**src/rtl/cam_pkg.sv**
```systemverilog
`default_nettype none
// ============================================================================
// Module   : cam_pkg
// Brief    : Shared definitions for the camera capture path: FSM state
//            encoding, RGB565 -> RGB444 slice positions and default frame
//            geometry shared with the VGA reader.
// Revision : 1.0 - initial release
// ============================================================================
package cam_pkg;

    // Default frame geometry, also used by the VGA read side
    localparam int c_H_ACTIVE_DEF = 640;
    localparam int c_V_ACTIVE_DEF = 480;

    // Capture FSM state encoding
    typedef logic [1:0] state_t;
    localparam state_t c_ST_SETTLE  = 2'd0;
    localparam state_t c_ST_WAIT_VS = 2'd1;
    localparam state_t c_ST_CAPTURE = 2'd2;
    localparam state_t c_ST_DONE    = 2'd3;

    // Top four bits of each RGB565 channel form the RGB444 pixel
    localparam int c_R_MSB = 15;
    localparam int c_R_LSB = 12;
    localparam int c_G_MSB = 10;
    localparam int c_G_LSB = 7;
    localparam int c_B_MSB = 4;
    localparam int c_B_LSB = 1;

endpackage
`default_nettype wire

```
**src/rtl/cam_byte_packer.sv**
```systemverilog
`default_nettype none
// ============================================================================
// Module   : cam_byte_packer
// Brief    : Pairs camera bytes into RGB565 pixels, formats them to PIX_W
//            bits and holds the formatted pixel in an output register.
// Revision : 1.0 - initial release
// ============================================================================
module cam_byte_packer
    import cam_pkg::*;
#(
    parameter int PIX_W = 12
) (
    input  logic             clk,
    input  logic             rst_n,
    input  logic             i_clear,
    input  logic             i_href,
    input  logic [7:0]       i_data,
    output logic             o_phase,
    output logic             o_pix_stb,
    output logic [PIX_W-1:0] o_pix_data
);

    logic             r_phase;
    logic [7:0]       r_hi;
    logic [PIX_W-1:0] r_pix_data;
    logic [15:0]      w_p565;
    logic [PIX_W-1:0] w_fmt;

    assign w_p565    = {r_hi, i_data};
    assign o_pix_stb = i_href & r_phase & ~i_clear;
    assign o_phase   = r_phase;
    assign o_pix_data = r_pix_data;

    // Byte phase: toggles per valid byte, falls back to 0 whenever href drops
    // so a dangling odd byte never pairs with the next line's first byte
    always_ff @(posedge clk or negedge rst_n) begin
        if (!rst_n) begin
            r_phase <= 1'b0;
        end else if (i_clear || !i_href) begin
            r_phase <= 1'b0;
        end else begin
            r_phase <= ~r_phase;
        end
    end

    // High byte latch on the first byte of each pair
    always_ff @(posedge clk or negedge rst_n) begin
        if (!rst_n) begin
            r_hi <= 8'd0;
        end else if (i_href && !r_phase) begin
            r_hi <= i_data;
        end
    end

    generate
        if (PIX_W == 12) begin : g_rgb444
            logic w_unused_lsbs;
            assign w_unused_lsbs = ^{w_p565[11], w_p565[6:5], w_p565[0]};
            assign w_fmt = {w_p565[c_R_MSB:c_R_LSB],
                            w_p565[c_G_MSB:c_G_LSB],
                            w_p565[c_B_MSB:c_B_LSB]};
        end else begin : g_rgb565
            assign w_fmt = PIX_W'(w_p565);
        end
    endgenerate

    // Output register: formatted pixel appears one cycle after the second byte
    always_ff @(posedge clk or negedge rst_n) begin
        if (!rst_n) begin
            r_pix_data <= '0;
        end else if (o_pix_stb) begin
            r_pix_data <= w_fmt;
        end
    end

endmodule
`default_nettype wire

```
**src/rtl/cam_frame_writer.sv**
```systemverilog
`default_nettype none
// ============================================================================
// Module   : cam_frame_writer
// Brief    : Camera byte stream to frame-RAM writer with settle-frame skip,
//            capture freeze, frame-done pulse/counter and line-length error
//            flagging with address clamping.
// Revision : 1.0 - initial release
// ============================================================================
module cam_frame_writer #(
    parameter int H_ACTIVE    = cam_pkg::c_H_ACTIVE_DEF,
    parameter int V_ACTIVE    = cam_pkg::c_V_ACTIVE_DEF,
    parameter int ADDR_W      = 19,
    parameter int PIX_W       = 12,
    parameter int SKIP_FRAMES = 10
) (
    input  logic              clk,
    input  logic              rst_n,
    input  logic              cam_vsync,
    input  logic              cam_href,
    input  logic [7:0]        cam_data,
    input  logic              capture_en,
    output logic              wr_en,
    output logic [ADDR_W-1:0] wr_addr,
    output logic [PIX_W-1:0]  wr_data,
    output logic              frame_done,
    output logic [7:0]        frame_cnt,
    output logic              line_err
);

    import cam_pkg::*;

    localparam int c_X_W    = $clog2(H_ACTIVE + 1);
    localparam int c_Y_W    = $clog2(V_ACTIVE + 1);
    localparam int c_SKIP_W = (SKIP_FRAMES < 2) ? 1 : $clog2(SKIP_FRAMES + 1);
    localparam logic [c_X_W-1:0]    c_X_END     = c_X_W'(H_ACTIVE);
    localparam logic [c_Y_W-1:0]    c_Y_END     = c_Y_W'(V_ACTIVE);
    localparam logic [ADDR_W-1:0]   c_LINE_STEP = ADDR_W'(H_ACTIVE);
    localparam logic [c_SKIP_W-1:0] c_SKIP_LAST =
        c_SKIP_W'((SKIP_FRAMES > 0) ? SKIP_FRAMES - 1 : 0);

    state_t              r_state;
    state_t              w_state_nxt;
    logic                r_vs_d;
    logic                r_href_d;
    logic [c_SKIP_W-1:0] r_skip_cnt;
    logic [c_X_W-1:0]    r_x;
    logic [c_Y_W-1:0]    r_y;
    logic [ADDR_W-1:0]   r_addr;
    logic [ADDR_W-1:0]   r_line_base;
    logic [ADDR_W-1:0]   r_wr_addr;
    logic                r_wr_en;
    logic                r_frame_done;
    logic [7:0]          r_frame_cnt;
    logic                r_line_err;

    logic w_vs_fall;
    logic w_vs_rise;
    logic w_href_fall;
    logic w_frame_start;
    logic w_in_bounds;
    logic w_pix_stb;
    logic w_phase;

    assign w_vs_fall   =  r_vs_d & ~cam_vsync;
    assign w_vs_rise   = ~r_vs_d &  cam_vsync;
    assign w_href_fall =  r_href_d & ~cam_href;
    // A falling vsync while capturing means a missed rise: restart the frame
    assign w_frame_start = w_vs_fall &&
                           (((r_state == c_ST_WAIT_VS) && capture_en) ||
                            (r_state == c_ST_CAPTURE));
    assign w_in_bounds = (r_x < c_X_END) && (r_y < c_Y_END);

    cam_byte_packer #(
        .PIX_W (PIX_W)
    ) u_packer (
        .clk        (clk),
        .rst_n      (rst_n),
        .i_clear    (w_frame_start),
        .i_href     (cam_href),
        .i_data     (cam_data),
        .o_phase    (w_phase),
        .o_pix_stb  (w_pix_stb),
        .o_pix_data (wr_data)
    );

    // Previous-cycle copies of vsync/href for edge detection
    always_ff @(posedge clk or negedge rst_n) begin
        if (!rst_n) begin
            r_vs_d   <= 1'b0;
            r_href_d <= 1'b0;
        end else begin
            r_vs_d   <= cam_vsync;
            r_href_d <= cam_href;
        end
    end

    // FSM state register
    always_ff @(posedge clk or negedge rst_n) begin
        if (!rst_n) begin
            r_state <= c_ST_SETTLE;
        end else begin
            r_state <= w_state_nxt;
        end
    end

    // FSM next-state logic
    always_comb begin
        w_state_nxt = r_state;
        case (r_state)
            c_ST_SETTLE: begin
                if (SKIP_FRAMES == 0) begin
                    w_state_nxt = c_ST_WAIT_VS;
                end else if (w_vs_fall && (r_skip_cnt == c_SKIP_LAST)) begin
                    w_state_nxt = c_ST_WAIT_VS;
                end
            end
            c_ST_WAIT_VS: begin
                if (w_vs_fall && capture_en) begin
                    w_state_nxt = c_ST_CAPTURE;
                end
            end
            c_ST_CAPTURE: begin
                if (w_vs_rise) begin
                    w_state_nxt = c_ST_DONE;
                end
            end
            c_ST_DONE: begin
                w_state_nxt = c_ST_WAIT_VS;
            end
            default: begin
                w_state_nxt = c_ST_SETTLE;
            end
        endcase
    end

    // Settle-frame counter: counts frame starts seen while settling
    always_ff @(posedge clk or negedge rst_n) begin
        if (!rst_n) begin
            r_skip_cnt <= '0;
        end else if ((r_state == c_ST_SETTLE) && w_vs_fall) begin
            r_skip_cnt <= r_skip_cnt + 1'b1;
        end
    end

    // Pixel addressing, clamped writes, line checks and frame accounting
    always_ff @(posedge clk or negedge rst_n) begin
        if (!rst_n) begin
            r_x          <= '0;
            r_y          <= '0;
            r_addr       <= '0;
            r_line_base  <= '0;
            r_wr_addr    <= '0;
            r_wr_en      <= 1'b0;
            r_frame_done <= 1'b0;
            r_frame_cnt  <= 8'd0;
            r_line_err   <= 1'b0;
        end else begin
            r_wr_en      <= 1'b0;
            r_frame_done <= 1'b0;
            if (w_frame_start) begin
                r_x         <= '0;
                r_y         <= '0;
                r_addr      <= '0;
                r_line_base <= '0;
            end else if (r_state == c_ST_CAPTURE) begin
                if (w_pix_stb) begin
                    if (w_in_bounds) begin
                        r_wr_en   <= 1'b1;
                        r_wr_addr <= r_addr;
                        r_addr    <= r_addr + 1'b1;
                        r_x       <= r_x + 1'b1;
                    end else begin
                        r_line_err <= 1'b1;
                    end
                end
                if (w_href_fall) begin
                    // Short line, or an odd byte left over, is a length error
                    if ((r_x != c_X_END) || w_phase) begin
                        r_line_err <= 1'b1;
                    end
                    // Jump to the next line's base so short lines don't shift the image
                    if (r_y < c_Y_END) begin
                        r_y         <= r_y + 1'b1;
                        r_x         <= '0;
                        r_line_base <= r_line_base + c_LINE_STEP;
                        r_addr      <= r_line_base + c_LINE_STEP;
                    end
                end
            end
            if (r_state == c_ST_DONE) begin
                r_frame_done <= 1'b1;
                r_frame_cnt  <= r_frame_cnt + 8'd1;
            end
        end
    end

    assign wr_en      = r_wr_en;
    assign wr_addr    = r_wr_addr;
    assign frame_done = r_frame_done;
    assign frame_cnt  = r_frame_cnt;
    assign line_err   = r_line_err;

endmodule
`default_nettype wire

```
**config.mk**
```make
export PLATFORM = sky130hd
export DESIGN_NAME = cam_frame_writer
export DESIGN_NICKNAME = d
export VERILOG_FILES = /design/src/rtl/cam_pkg.sv /design/src/rtl/cam_byte_packer.sv /design/src/rtl/cam_frame_writer.sv
export SDC_FILE = /design/constraint.sdc
export NUM_CORES = 1
export LEC_CHECK = 0
export CAP_MARGIN = 20
export CORE_AREA = 2 2 106 108
export DETAILED_ROUTE_END_ITERATION = 10
export DIE_AREA = 0 0 108 110
export PLACE_DENSITY = 0.71
export SLEW_MARGIN = 0
export SYNTH_ARGS = -nofsm -noshare
export SYNTH_HDL_FRONTEND = slang
export SYNTH_SLANG_ARGS = --single-unit
```
**constraint.sdc**
```tcl
create_clock -name clk -period 2 [get_ports clk]
set_input_delay 0.4 -clock clk [delete_from_list [all_inputs] [get_ports clk]]
set_output_delay 0.4 -clock clk [all_outputs]
set_load 0.02 [all_outputs]
```
==> results_dict.tcl <==
set metrics [dict create \
    status "complete, but fails checks" \
    violations "setup timing" \
    startpoint_type "flop" \
    synth-xor-area-share_pct 5.02 \
    synthArstFlopShare_pct 100 \
    synthFlopType "dfrtp_1" \
    p_switching_w 0.00250 \
    num_rows 38 \
    clock_sinks 108 \
    num-fill-cells 827 \
    crit_top_cell "buf_6" \
    grt_max_degree 59 \
    antenna_cells 0 \
    endpoint_kind "flop" \
    worstPathCellList "ha_4, buf_6, a21o_1, buf_6, a211oi_4, buf_6, nand3_2, or4_4, nand3_2" \
    fin_hold_ws_ps 331 \
    powerDensity_nw_per_um2 966 \
    via_per_inst 5.69 \
    cts-buffers-inserted 9 \
    die_w_um 108 \
    worstPathArrival_ps 2530 \
    ir_drop_v 0.000724 \
    ys_ff_latch 108 \
    die_area_sq_um 11900 \
    syn_area_per_cell_sq_um 9.84 \
    crit_path_top_delay_cell "dfrtp_1" \
    crit_fanout 4 \
    layout.cells.non_filler 822 \
    synth_nets 557 \
    tritoncts "done" \
    grt_pass1_wl_um 21000 \
    gp_congestion 0.863 \
    coreArea_sq_um 10700 \
    rsz0062_at_grt "yes" \
    seq_area_sq_um 2700 \
    drv_slew 0 \
    io_buffers 54 \
    finalCritPeriodShare_pct 110 \
    vias 4681 \
    combPwrFrac_pct 38.1 \
    clkLatencyLatePin_ps 380 \
    slew_headroom_pct 68.2 \
    final_hold_viol_count 0 \
    seqPwrFrac_pct 42.9 \
    power_w 0.00698 \
    final-setup-viol-count 45 \
    layout_setup_ws_ps -206 \
    routedWlPerCell_um 16.5 \
    wl_met3_um 769 \
    drt-met1-wl_um 5970 \
    fin_crit_ps 2210 \
    netlist_instances 532 \
    crit_type "flop to flop" \
    multiInputGateArea_sq_um 2670 \
    fin_skew_ps 18.3 \
    ios 55 \
    layout_commonest_cell "dfrtp_1" \
    hold_path.class "input port to flop" \
    synth-edff-count 0 \
    top_layer_used "met4" \
    cap_violations 0 \
    synth_top_family_by_area "simple AND/OR/NAND/NOR gates" \
    clockBufferDepth 2 \
    wl_met2_um 6520 \
    nets 702 \
    syn_area_sq_um 5240 \
    drive_above_1_share_pct 26.1 \
    synth_mux_area_share_pct 4.71 \
    drt_iter0_markers 400 \
    cp.required_ps 2320 \
    antenna_found_initial 0 \
    max_freq_ghz 0.453 \
    cts.htree.levels 3 \
    p_leak_nw 3.31 \
    clockPowerShare_pct 19.0 \
    ys_types 51 \
    synth_compound_area_share_pct 12.9 \
    drc_errors 0 \
    antenna_left 0 \
    drt_first_pass_iters 5 \
    slowest_delay_ps 440 \
    gr-total-overflow 0 \
    synthAdderAreaFrac_pct 2.87 \
    syn2layout_area_growth_pct 38.0 \
    grt_usage_pct 22.5 \
    ys_seq_area_share_pct 51.6 \
    die_y_um 110 \
    intPower_w 0.00448 \
    numPlacedInstances 776 \
    grt_pass1_vias 4380 \
    synth-simple-area-share_pct 20.5 \
    clkTransAtPathRegs_ps 120 \
    wirelength_um 13600 \
    start_util_pct 48.9 \
    tightest_slew_ps 472 \
    final_cell_mix "dfrtp_1, nand2_1, buf_4" \
    clockRootBuffer "clkbuf_8" \
    synth_warnings 0 \
    dp_hpwl_um 8970 \
    switching_share_pct 35.8 \
]
## cells in the mapped netlist, types with 5 or more instances
| master | n | area (sq um) |
|---|---|---|
| a21o_1 | 6 | 45.0 |
| a21oi_1 | 13 | 65.1 |
| a31oi_1 | 10 | 62.6 |
| and2_1 | 8 | 50.1 |
| and3_1 | 8 | 50.1 |
| buf_2 | 7 | 35.0 |
| clkbuf_1 | 14 | 52.6 |
| dfrtp_1 | 108 | 2700 |
| ha_1 | 12 | 150 |
| inv_1 | 8 | 30.0 |
| mux2_2 | 21 | 236 |
| nand2_1 | 108 | 405 |
| nand3_1 | 18 | 90.1 |
| nand4_1 | 18 | 113 |
| nor2_1 | 31 | 116 |
| nor3_1 | 7 | 35.0 |
| nor4_1 | 6 | 37.5 |
| o21ai_0 | 37 | 185 |
| o31ai_1 | 7 | 52.6 |
| or4_1 | 5 | 37.5 |
| xnor2_1 | 18 | 158 |
| xor2_1 | 12 | 105 |
## kinds of logic (layout without fill, tap and decap cells)
logic type / count (synthesis) / after routing
AOI/OAI and AO/OA: 103 / 103
xor gates and xnor gates: 30 / 30
muxes: 22 / 22
buffers and inverters: 31 / 181
adders and majority gates: 12 / 12
DFF: 108 / 108
and+or+nand+nor: 226 / 226
## power by group through the flow
| stage | logic [W] | clock network (W) | registers, W |
|---|---|---|---|
| finish | 0.00266 | 0.00133 | 0.00299 |
| global route | 0.00286 | 0.00145 | 0.00305 |
| CTS | 0.00237 | 0.00135 | 0.00298 |
| detailed placement | 0.00221 | 0 | 0.00301 |
| global placement | 0.00216 | 0 | 0.00299 |
| floorplan | 0.000880 | 0 | 0.00322 |
## cell type report
class	count	share of cell area, %
clock buffer	10	1.77
clock inverter	6	0.935
inverter	9	0.537
multi-input combinational	393	36.9
sequential	108	37.4
tap	140	2.42
timing repair buffer	156	20.0
## registers in the layout, indices dropped and copies added, names as in the netlist, 2 cells and up
register,count
r_state,2
r_skip_cnt,4
r_line_base,12
r_x,10
u_packer.r_hi,7
r_addr,19
frame_cnt,8
wr_addr,19
r_y,9
u_packer.o_pix_data,12
## worst paths after layout
path / startpoint / slack, ps / endpoint / depth (start not counted)
max: r_state[1] / -210 / r_addr[7] / 9
max reg2reg: r_state[1] / -210 / r_addr[7] / 9
min: cam_href / 330 / r_href_d / 2
min in group asynchronous: rst_n / 440 / r_href_d / 2
min reg2reg: r_skip_cnt[3] / 480 / r_skip_cnt[3] / 1
max in group asynchronous: rst_n / 950 / wr_addr[1] / 3
## stage by stage
step | worst slack (ps) | area, sq um | util [%] | TNS [ps]
final | -206 | 7230 | 67.6 | -3550
after global placement | -557 | 6420 | 60.0 | -18980
after floorplan | 17.6 | 5240 | - | 0
after detailed placement | -367 | 6420 | 60.0 | -17030
after global routing | -297 | 7230 | 67.6 | -8330
after CTS | -156 | 6800 | 63.6 | -1700
## per-layer routing
layer,global-route usage [%],up-vias
met1,31.7,2283
li1,-,2178
met5,0,-
met2,36.3,190
met3,3.47,30
met4,6.41,0
## what timing repair did
item,in CTS,in global routing
hold endpoints to repair,20,0
hold buffers,1,0
setup buffers,9,19
cloned,0,1
resized for setup,30,67
endpoints found under the setup margin,56,64
pin swaps,13,22
## worst max-delay path, delay by kind of cell, from the launching register on
family	cells	cell delay (ps)
fa+ha+maj	1	190
compound gates	2	510
flops	1	440
buf+inv	3	440
simple gates	3	570
(Power assumes the default switching activity.)
